`src/rtl/lib_arb_requester.sv`:
```
// rtl/lib_arb_requester.sv - request FIFO feeding per-destination round-robin arbiters
module lib_arb_requester #(
  parameter int N            = 4,
  parameter int DEPTH        = 8,
  parameter int WIDTH        = 32,
  parameter int STARVE_LIMIT = 16
) (
  input  logic                 clk,
  input  logic                 reset,
  input  logic [WIDTH-1:0]     i_data,
  input  logic [$clog2(N)-1:0] i_dest,
  input  logic                 i_valid,
  output logic                 o_ready,
  output logic [0:N-1]         o_request,
  input  logic [0:N-1]         i_grant,
  output logic [WIDTH-1:0]     o_data,
  output logic                 o_valid,
  output logic                 o_starve,
  output logic                 o_grant_err
);

  localparam int DW = $clog2(N);
  localparam int AW = $clog2(DEPTH);
  localparam int CW = $clog2(DEPTH + 1);
  localparam int SW = $clog2(STARVE_LIMIT + 1);
  localparam logic [CW-1:0] FULL  = CW'(DEPTH);
  localparam logic [SW-1:0] LIMIT = SW'(STARVE_LIMIT);

  logic [WIDTH-1:0] mem_data [DEPTH];
  logic [DW-1:0]    mem_dest [DEPTH];
  logic [AW-1:0]    rd_ptr;
  logic [AW-1:0]    wr_ptr;
  logic [CW-1:0]    count;
  logic [SW-1:0]    wait_cnt;
  logic [SW-1:0]    wait_nxt;
  logic             push;
  logic             pop;

  assign o_ready = (count < FULL);
  assign push    = i_valid && o_ready;
  assign pop     = |(i_grant & o_request);

  // Head is only visible once registered: no fall-through from i_data.
  always_comb begin
    o_request = '0;
    if (count != '0) o_request[mem_dest[rd_ptr]] = 1'b1;
  end

  always_comb begin
    wait_nxt = wait_cnt;
    if (count == '0 || pop)   wait_nxt = '0;
    else if (wait_cnt != LIMIT) wait_nxt = wait_cnt + SW'(1);
  end

  always_ff @(posedge clk) begin
    if (push) begin
      mem_data[wr_ptr] <= i_data;
      mem_dest[wr_ptr] <= i_dest;
    end
  end

  always_ff @(posedge clk) begin
    if (reset) begin
      rd_ptr      <= '0;
      wr_ptr      <= '0;
      count       <= '0;
      wait_cnt    <= '0;
      o_data      <= '0;
      o_valid     <= 1'b0;
      o_starve    <= 1'b0;
      o_grant_err <= 1'b0;
    end else begin
      if (push) wr_ptr <= wr_ptr + AW'(1);
      if (pop)  rd_ptr <= rd_ptr + AW'(1);
      case ({push, pop})
        2'b10:   count <= count + CW'(1);
        2'b01:   count <= count - CW'(1);
        default: count <= count;
      endcase
      if (pop) o_data <= mem_data[rd_ptr];
      o_valid     <= pop;
      wait_cnt    <= wait_nxt;
      // Registered from the next count so it tracks wait_cnt without extra lag.
      o_starve    <= (wait_nxt == LIMIT);
      o_grant_err <= |(i_grant & ~o_request);
    end
  end

endmodule

```
`config.mk`:
```
export PLATFORM = sky130hd
export DESIGN_NAME = lib_arb_requester
export DESIGN_NICKNAME = d
export VERILOG_FILES = /design/src/rtl/lib_arb_requester.sv
export SDC_FILE = /design/constraint.sdc
export NUM_CORES = 1
export LEC_CHECK = 0
export ABC_AREA = 1
export CELL_PAD_IN_SITES_DETAIL_PLACEMENT = 1
export CELL_PAD_IN_SITES_GLOBAL_PLACEMENT = 1
export CORE_MARGIN = 3
export CORE_UTILIZATION = 43
export DETAILED_ROUTE_END_ITERATION = 8
export PLACE_DENSITY_LB_ADDON = 0.1
export SLEW_MARGIN = 25
export SYNTH_ARGS = -nofsm -noshare
export SYNTH_HDL_FRONTEND = slang
export SYNTH_SLANG_ARGS = --single-unit
```
`constraint.sdc`:
```
create_clock -name clk -period 2.8 [get_ports clk]
set_input_delay 0.56 -clock clk [delete_from_list [all_inputs] [get_ports clk]]
set_output_delay 0.56 -clock clk [all_outputs]
set_load 0.05 [all_outputs]
```
Yosys cells after proc, flatten, opt, wreduce, memory -nomap -nowiden:

Memory sizes are Yosys's and may differ from the RTL's. A register that Yosys moved wholly into a read port is not among the register bits.
Index checks and enable logic that the tools add are counted.

* register bits after elaboration: 18
* latch bits: 0
* bits in writable memories: 272
* bits in read-only memories: 0
* bits of input ports: 41
* output and inout bits: 40
* memories: 2

* add/subtract/negate cells: 5
* multiply operators: 0
* divide/modulo/power cells: 0
* $lt $le $gt $ge: 3
* eq/ne operators: 4
* shifts and indexed selects: 0
* multiplexer cells: 10
* bitwise operators: 4
* reductions and logical operators: 8

Memories
* mem_data: words 8, bits a word 32, rd ports 1, clocked after memory_dff 1, write ports 1, line 29 `logic [WIDTH-1:0] mem_data [DEPTH];`
* mem_dest: words 8, bits a word 2, rd ports 1, clocked after memory_dff 1, write ports 1, line 30 `logic [DW-1:0] mem_dest [DEPTH];`

Operators with widths (count)
* $mux W5: 2
* $and A4 B4 Y4: 2
* $pmux W4 S2: 1
* $reduce_or A4 Y1: 2
* $add A3 B1 Y3 const B: 2
* $mux W3: 2
* $add A5 B1 Y5 const B: 1
* $eq A5 B5 Y1 const B: 1
* $ne A5 B5 Y1 const B: 1
* $add A4 B1 Y4 const B: 1
* $logic_not A4 Y1: 1
* $lt A4 B4 Y1 const B: 1
* $mux W4: 1
* $not A4 Y4: 1
* $reduce_bool A4 Y1: 1
* $sub A4 B1 Y4 const B: 1
* $ge A3 B3 Y1 const B: 1
* $lt A3 B1 Y1 const B: 1
* $mux W1: 3
* $not A2 Y3: 1
* $demux W1 S2: 1
* $eq A2 B1 Y1 const B: 1
* $eq A2 B2 Y1 const B: 1
* $logic_and A1 B1 Y1: 2
* other kinds (2): 2

Longest topological paths before layout:

Gate-level depths: netlist of run 1.

* depth in word-level cells: 11
* gate-level depth with buffers: 22

Least setup slack after synthesis of run 1:

No wires, ideal clock.

* path type: register to register
* from: reg count[3]
* to: mem mem_data[0][0] (enable)
* setup time: 0.425 ns
* arrival: 2.558 ns
* path slack: -0.184 ns
* cell stages (with the launch flop): 6
* clock period less this slack: 2.984 ns
* cell sequence: dfxtp_1 > inv_1 > nand2_1 > inv_1 > nand2_1 > nor2_1

* word-level cells in the longest chain between the ends: 4

RTL lines
* start, declared: line 33 `logic [CW-1:0] count;`
* start signal, assigned: line 76 `2'b10: count <= count + CW'(1);`
* start signal, assigned: line 77 `2'b01: count <= count - CW'(1);`
* start signal, assigned: line 78 `default: count <= count;`
* $lt A4 B4 Y1: line 39 `assign o_ready = (count < FULL);`
* named net o_ready: line 13 `output logic o_ready,`
* $logic_and A1 B1 Y1: line 40 `assign push = i_valid && o_ready;`
* $mux W1: line 56 `if (push) begin`
* $mux W1 (implied by the code): line 57 `mem_data[wr_ptr] <= i_data;`
* end, declared: line 29

The timed path passes the listed nets, and every way through them passes these cells.

==> impl_results.rst, run 1 <==
.. list-table::
   :header-rows: 1

   * - Metric
     - Value
   * - Drt via density
     - 5.269
   * - Worst hold path class
     - flop to flop
   * - Fraction of final layout cells sized beyond drive strength 1
     - 11.44%
   * - Pin slew with the least headroom to its limit
     - 0.9245 ns
   * - Total power consumption of the routed design
     - 16.01 mW
   * - Post-route standard cell area excluding fillers
     - 15670 sq um
   * - Total overflow reported by the global router
     - 0
   * - DRC violations left
     - 0
   * - Largest clock skew in the final design
     - 0.01885 ns
   * - DR WL/cell
     - 20.11 um
   * - Setup ws final
     - 0.2662 ns
   * - Latest clock arrival within the worst-skew pair
     - 0.52 ns
   * - Reg-to-reg slack, setup
     - 0.27 ns
   * - Synth unique cells
     - 32
   * - Depth of the worst register-to-register path
     - 18
   * - Total of max-cap violations
     - 0
   * - Shortest period the worst path allows
     - 2.534 ns
   * - Number of failing hold endpoints at the final stage
     - 0
   * - Number of warnings printed during yosys synthesis
     - 0
   * - Core box area
     - 29090 sq um
   * - Slew headroom
     - 38.36%
   * - Mapped Avg Cell Area
     - 11.37 sq um
   * - Sum of routed wire length over all layers
     - 32870 um
   * - Part of the Yosys area used for sequential elements
     - 71.70%
   * - Clock tree buffer depth
     - 3
   * - Area after detailed placement
     - 14350 sq um
   * - PD cells
     - 1022 nW/um^2
   * - Yosys reg bits
     - 325
   * - Number of non-filler instances in the completed layout
     - 1634
   * - Total iterations of the first detailed-routing run
     - 5
   * - Floorplan die height
     - 179.0 um
   * - Synth top cells by count
     - 347 x sky130_fd_sc_hd__nand2_1, 272 x sky130_fd_sc_hd__edfxtp_1, 209 x sky130_fd_sc_hd__nand3_1
   * - # IOs
     - 81
   * - Number of synthesized flops with an enable pin
     - 272
   * - Total routing resource utilization after global routing
     - 20.80%
   * - Number of global-route vias before repair
     - 9089
   * - Fill cell instance count of the final layout
     - 3054
   * - Total CTS buffers
     - 37
   * - Startpoint kind of the worst setup timing path
     - flop
   * - Routability congestion estimate from global placement
     - 0.7201
   * - Number of cells after detailed placement
     - 1566
   * - Top cells by area in the synthesized netlist
     - sky130_fd_sc_hd__edfxtp_1 63%, sky130_fd_sc_hd__nand2_1 10%, sky130_fd_sc_hd__dfxtp_1 8.2%
   * - Fraction of synthesized cell area taken by the top area cell type
     - 63.45%
   * - Antenna-violating nets left
     - 0
   * - Static leakage
     - 5.702 nW
   * - Post-synth top area cell
     - sky130_fd_sc_hd__edfxtp_1
   * - Area of the multi-input gates
     - 3357 sq um
   * - Async set-or-reset flop fraction in the synthesized netlist
     - 0%
   * - Die outline area
     - 32050 sq um
   * - CTS tree
     - done
   * - Detailed Route Iter0 Violations
     - 532
   * - Beginning of the worst hold path
     - o_data[17]
   * - Total number of vias
     - 8610
   * - Run status
     - complete, no violations
   * - Largest net degree at the start of global routing
     - 133
   * - Buffer cell driving the clock tree root
     - sky130_fd_sc_hd__clkbuf_16
   * - Number of standard cells after synthesis
     - 1132
   * - Number of inserted diodes
     - 0
   * - Post-Synthesis Net Count
     - 1180
   * - Clock sink count
     - 325
   * - Number of antenna violations at the first check in global routing
     - 0
   * - Hold-fix buffers, CTS
     - 0
   * - Detailed-placement wirelength estimate
     - 18340 um
   * - Storage element area
     - 9238 sq um
   * - Top_reg_cell synth
     - sky130_fd_sc_hd__edfxtp_1
   * - Count of nets after finishing
     - 1270
   * - Crit path max fanout
     - 8
   * - Starting density of the core
     - 44.25%
   * - First-pass GRT wire length
     - 50780 um
   * - Arrival time reported for the critical path endpoint
     - 2.97 ns
   * - Worst IR drop on VDD
     - 553.9 uV
   * - IO Port Bufs
     - 80
   * - Placement Rows
     - 62
   * - Required arrival time at the worst endpoint
     - 3.23 ns
   * - Netlist area before placement
     - 12870 sq um
   * - Most used standard cell by instance count after synthesis
     - sky130_fd_sc_hd__nand2_1
   * - Worst slack on hold paths
     - 0.4692 ns
   * - Area added between synthesis and finish
     - 21.72%
   * - Final slew viol count
     - 0
   * - Critical path class
     - flop to flop
   * - Max Clk Rate
     - 0.3947 GHz
   * - Post-placement setup slack
     - 0.1739 ns
   * - Capture point of the critical path
     - count[3]
   * - Kind of end point of the critical path
     - flop
   * - Total setup violations reported at the end of the flow
     - 0
   * - H-tree Lvls
     - 2
   * - Die W
     - 179.0 um
   * - Worst-path clk slew
     - 0.06 ns
   * - Worst r2r dst
     - count[3]
   * - Period utilisation layout
     - 90.49%
kinds of logic after synthesis:
family                     count (synthesis)  synth area share [%]
DFF                                      325                 71.70
AOI/OAI and AO/OA                         59                 2.323
buffers and inverters                     96                 3.237
adders and majority gates                  7                0.6804
xor gates and xnor gates                   7                0.4763
and+or+nand+nor                          638                 21.59
repair_timing:
action | 4_1_cts | 5_1_grt
setup endpoints to repair | 0 | 2
gates resized for setup | 0 | 9
setup buffers | 0 | 1
state kept, by name, summed over array words and instances, names as in the netlist, named ones only:
name         flops
count            4
mem_data       256
mem_dest        16
o_data          32
o_grant_err      1
o_starve         1
o_valid          1
rd_ptr           3
wait_cnt         5
wr_ptr           3
through the flow:
stage / util (%) / TNS [ns]
after floorplan: - / -10.86
after global placement: 49.33 / 0
after detailed placement: 49.33 / 0
after CTS: 53.73 / 0
after global routing: 53.86 / -0.01604
final: 53.86 / 0
metal layers:
metal  global-route usage [%]  vias to the layer above  wire (um)  part of all wire, %
met5                        0                        -          0                    0
met4                    5.000                        0        605                  1.8
met3                    3.515                       50       1449                  4.4
met2                    35.73                      193      16170                   49
met1                    27.70                     4271      14640                   45
li1                         -                     4096          -                    -
power breakdown:
part / total, mW / internal, mW / switching [mW]
combinational: 4.90 / 1.47 / 3.43
sequential: 6.05 / 5.82 / 0.231
clock: 5.06 / 3.14 / 1.92
total: 16.0 / 10.4 / 5.58
worst max-delay path, cell delays in order, from the launching register on:
cell                       delay [ns]
sky130_fd_sc_hd__dfxtp_4         0.37
sky130_fd_sc_hd__clkbuf_2        0.14
sky130_fd_sc_hd__nand2_1         0.08
sky130_fd_sc_hd__nand3_1         0.10
sky130_fd_sc_hd__nand3_2         0.11
sky130_fd_sc_hd__nand3_4         0.11
sky130_fd_sc_hd__nor2_4          0.14
sky130_fd_sc_hd__nand2_2         0.07
sky130_fd_sc_hd__nand2_4         0.10
sky130_fd_sc_hd__nor2_8          0.04
sky130_fd_sc_hd__inv_4           0.09
sky130_fd_sc_hd__ha_4            0.20
sky130_fd_sc_hd__xor2_4          0.18
sky130_fd_sc_hd__nand3_1         0.11
sky130_fd_sc_hd__o21ai_1         0.15
sky130_fd_sc_hd__o21ai_1         0.11
sky130_fd_sc_hd__a21oi_2         0.13
sky130_fd_sc_hd__o21ai_0         0.09
sky130_fd_sc_hd__a21oi_1         0.13
how the worst min path moves through the flow:
| stage | cells after the start | endpoint | slack, ns |
|---|---|---|---|
| 6_report | 2 | o_data[17] | 0.47 |
| 5_1_grt | 2 | o_data[11] | 0.49 |
| 4_1_cts | 2 | o_data[17] | 0.47 |
| 3_5_place_dp | 2 | o_data[5] | 0.46 |
| 3_3_place_gp | 2 | o_data[13] | 0.45 |
| 2_1_floorplan | 1 | count[0] | 0.46 |
layout by cell type, fill, tap and decap left out, types with 6 or more instances in the layout:
cell type | synthesis | final
sky130_fd_sc_hd__a21oi_1 | 24 | 23
sky130_fd_sc_hd__buf_12 | 1 | 11
sky130_fd_sc_hd__buf_4 | 4 | 26
sky130_fd_sc_hd__bufinv_16 | 0 | 7
sky130_fd_sc_hd__clkbuf_16 | 0 | 38
sky130_fd_sc_hd__clkdlybuf4s50_1 | 0 | 76
sky130_fd_sc_hd__clkinv_1 | 0 | 7
sky130_fd_sc_hd__clkinv_2 | 0 | 7
sky130_fd_sc_hd__dfxtp_1 | 53 | 50
sky130_fd_sc_hd__edfxtp_1 | 272 | 272
sky130_fd_sc_hd__ha_1 | 7 | 6
sky130_fd_sc_hd__inv_1 | 30 | 27
sky130_fd_sc_hd__nand2_1 | 347 | 346
sky130_fd_sc_hd__nand2_2 | 7 | 8
sky130_fd_sc_hd__nand3_1 | 209 | 207
sky130_fd_sc_hd__nor2_1 | 51 | 43
sky130_fd_sc_hd__nor2_2 | 10 | 10
sky130_fd_sc_hd__nor2_4 | 2 | 10
sky130_fd_sc_hd__o21ai_0 | 33 | 31
area by class of cell:
| type | instances | share of cell area (%) |
|---|---|---|
| Multi-Input combinational cell | 711 | 21.42 |
| Clock buffer | 43 | 6.189 |
| Timing Repair Buffer | 114 | 7.538 |
| Sequential cell | 325 | 58.96 |
| Clock inverter | 24 | 1.972 |
| Tap cell | 384 | 3.066 |
| Inverter | 33 | 0.8544 |
Power figures use the tool's default switching activity.
==> run 2: changes to the inputs <==
MAX_ROUTING_LAYER = met4   (was not set)
clock period = 2.3 ns   (was 2.8 ns; I/O delays follow)
==> impl_results.rst, run 2 (same netlist as run 1, synthesis figures left out) <==
.. list-table::
   :header-rows: 1

   * - Metric
     - Value
   * - Floorplan die height
     - 179.0 um (unchanged)
   * - Number of cells after detailed placement
     - 1589 (was 1566)
   * - Top library cells by usage in the layout, fill and taps aside
     - 338 x sky130_fd_sc_hd__nand2_1, 272 x sky130_fd_sc_hd__edfxtp_1, 200 x sky130_fd_sc_hd__nand3_1 (was 346 x sky130_fd_sc_hd__nand2_1, 272 x sky130_fd_sc_hd__edfxtp_1, 207 x sky130_fd_sc_hd__nand3_1)
   * - Total of max-cap violations
     - 0 (unchanged)
   * - Leading cell type in the layout, fill and taps excluded
     - sky130_fd_sc_hd__nand2_1 (unchanged)
   * - Largest registers
     - mem_data (256), o_data (32), mem_dest (16) (unchanged)
   * - Kind of end point of the critical path
     - flop (unchanged)
   * - Slew headroom
     - 59.56% (was 38.36%)
   * - Period utilisation layout
     - 101.1% (was 90.49%)
   * - Clock sink count
     - 325 (unchanged)
   * - Slowest CP cell
     - sky130_fd_sc_hd__dfxtp_4 (unchanged)
   * - Worst hold path class
     - flop to flop (unchanged)
   * - Arrival time reported for the critical path endpoint
     - 2.76 ns (was 2.97 ns)
   * - Fraction of final layout cells sized beyond drive strength 1
     - 15.32% (was 11.44%)
   * - Crit path max fanout
     - 6 (was 8)
   * - H-tree Lvls
     - 2 (unchanged)
   * - Sum of routed wire length over all layers
     - 33320 um (was 32870 um)
   * - Total setup violations reported at the end of the flow
     - 1 (was 0)
   * - Total iterations of the first detailed-routing run
     - 5 (unchanged)
   * - Drt via density
     - 5.265 (was 5.269)
   * - Clock tree buffer depth
     - 3 (unchanged)
   * - Number of failing hold endpoints at the final stage
     - 0 (unchanged)
   * - Startpoint kind of the worst setup timing path
     - flop (unchanged)
   * - Static leakage
     - 5.862 nW (was 5.702 nW)
   * - Number of flip-flops in the largest register
     - 256 (unchanged)
   * - Required arrival time at the worst endpoint
     - 2.74 ns (was 3.23 ns)
   * - Violated checks
     - negative setup slack
   * - Die W
     - 179.0 um (unchanged)
   * - Starting density of the core
     - 44.25% (unchanged)
   * - Latest clock arrival within the worst-skew pair
     - 0.52 ns (about the same)
   * - Largest net degree at the start of global routing
     - 104 (was 133)
   * - Count of nets after finishing
     - 1300 (was 1270)
   * - Routability congestion estimate from global placement
     - 0.7895 (was 0.7201)
   * - Placement Rows
     - 62 (unchanged)
   * - PD cells
     - 1219 nW/um^2 (was 1022 nW/um^2)
   * - Area added between synthesis and finish
     - 24.59% (was 21.72%)
   * - Detailed-placement wirelength estimate
     - 19440 um (was 18340 um)
   * - IO Port Bufs
     - 80 (unchanged)
   * - Total number of vias
     - 8756 (was 8610)
   * - Core box area
     - 29090 sq um (unchanged)
   * - Critical path class
     - flop to flop (unchanged)
   * - RSZ-0062 raised after global routing
     - true
   * - Total CTS buffers
     - 36 (was 37)
   * - Fill cell instance count of the final layout
     - 2986 (was 3054)
   * - Number of global-route vias before repair
     - 9243 (was 9089)
   * - Max Clk Rate
     - 0.4302 GHz (was 0.3947 GHz)
   * - DR WL/cell
     - 20.03 um (was 20.11 um)
   * - Largest clock skew in the final design
     - 0.01763 ns (was 0.01885 ns)
   * - Total routing resource utilization after global routing
     - 21.88% (was 20.80%)
   * - Final slew viol count
     - 0 (unchanged)
   * - Register ranked first by flip-flop count
     - mem_data (unchanged)
   * - Number of inserted diodes
     - 0 (unchanged)
   * - Detailed Route Iter0 Violations
     - 693 (was 532)
   * - Number of non-filler instances in the completed layout
     - 1663 (was 1634)
   * - Pin slew with the least headroom to its limit
     - 0.6060 ns (was 0.9245 ns)
   * - Number of antenna violations at the first check in global routing
     - 0 (unchanged)
   * - First-pass GRT wire length
     - 51770 um (was 50780 um)
   * - Count of buffer and inverter cells on the critical path
     - 3 (was 2)
   * - CTS tree
     - done (unchanged)
   * - Total overflow reported by the global router
     - 0 (unchanged)
   * - # IOs
     - 81 (unchanged)
   * - DRC violations left
     - 0 (unchanged)
   * - Worst stage delay on the critical path
     - 0.41 ns (was 0.37 ns)
   * - Total power consumption of the routed design
     - 19.55 mW (was 16.01 mW)
   * - Run status
     - finished with violations (was complete, no violations)
   * - Buffer cell driving the clock tree root
     - sky130_fd_sc_hd__clkbuf_16 (unchanged)
   * - Worst IR drop on VDD
     - 709.9 uV (was 553.9 uV)
   * - Setup ws final
     - -0.02449 ns (was 0.2662 ns)
   * - Cell family with the largest share of critical-path delay
     - compound AO/OA/AOI/OAI gates (was simple AND/OR/NAND/NOR gates)
   * - Most repeated library cell on the critical path
     - sky130_fd_sc_hd__nand2_2
   * - Die outline area
     - 32050 sq um (unchanged)
   * - Worst-path cell chain
     - buf_6 -> nand2_1 -> nand3_2 -> nand2_2 -> nand2_2 -> nand2_4 -> nor2_4 -> nand2_2 -> nand2_4 -> nor2_8 -> inv_4 -> buf_4 -> ha_2 -> o21ai_1 -> o21ai_2 -> o21ai_2 -> a21oi_2 -> o21ai_1 -> a21oi_1 (was clkbuf_2 -> nand2_1 -> nand3_1 -> nand3_2 -> nand3_4 -> nor2_4 -> nand2_2 -> nand2_4 -> nor2_8 -> inv_4 -> ha_4 -> xor2_4 -> nand3_1 -> o21ai_1 -> o21ai_1 -> a21oi_2 -> o21ai_0 -> a21oi_1)
   * - Shortest period the worst path allows
     - 2.324 ns (was 2.534 ns)
   * - Antenna-violating nets left
     - 0 (unchanged)
   * - Worst-path clk slew
     - 0.06 ns (about the same)
-- run 2: path summary, 6_finish.rpt --
| check | start | endpoint | slack, ns | depth (start not counted) |
|---|---|---|---|---|
| max | flop | count[3] | -0.02 | 19 |
| min | count[3] | count[3] | 0.46 | 1 |
| max reg2reg | flop | count[3] | -0.02 | 19 |
| min reg2reg | count[3] | count[3] | 0.46 | 1 |
-- run 2: final cells by class --
cell class / instances / area, sq um / area share (%)
well taps: 384 / 480.5 / 2.996
inverters: 33 / 138.9 / 0.8660
flip-flops and latches: 325 / 9241 / 57.62
repair buffers: 145 / 1599 / 9.970
clock buffers: 48 / 975.9 / 6.085
multi-input cells: 711 / 3458 / 21.56
clock inverters: 17 / 143.9 / 0.8972
-- run 2: timing repair --
action,in CTS,in global routing
hold buffers,0,0
pin swaps,10,24
endpoints found under the setup margin,5,6
buffers inserted,3,7
resized for setup,15,29
-- run 2: stage by stage --
step	utilization, %	setup slack, ns	hold WS (ns)	setup TNS, ns	cell area, sq um
after CTS	54.64	0.006730	0.4617	0	15890
final	55.13	-0.02449	0.4595	-0.02449	16040
after floorplan	-	-0.3619	0.4402	-0.9205	12970
after global routing	55.13	-0.2137	0.4836	-0.5861	16040
after detailed placement	50.62	-0.1204	0.4523	-0.2518	14730
after global placement	50.62	-0.07261	0.4548	-0.07261	14730
-- run 2: power by group --
part / switching (mW) / internal [mW]
combinational: 4.42 / 2.33
sequential: 0.289 / 7.09
clock: 2.21 / 3.21
-- run 2: layer usage --
layer | up-vias | wire length [um] | track usage, %
met1 | 4372 | 14880 | 28.58
met2 | 172 | 16450 | 36.30
li1 | 4160 | - | -
met5 | - | 0 | -
met4 | 0 | 648 | 6.006
met3 | 52 | 1330 | 2.838
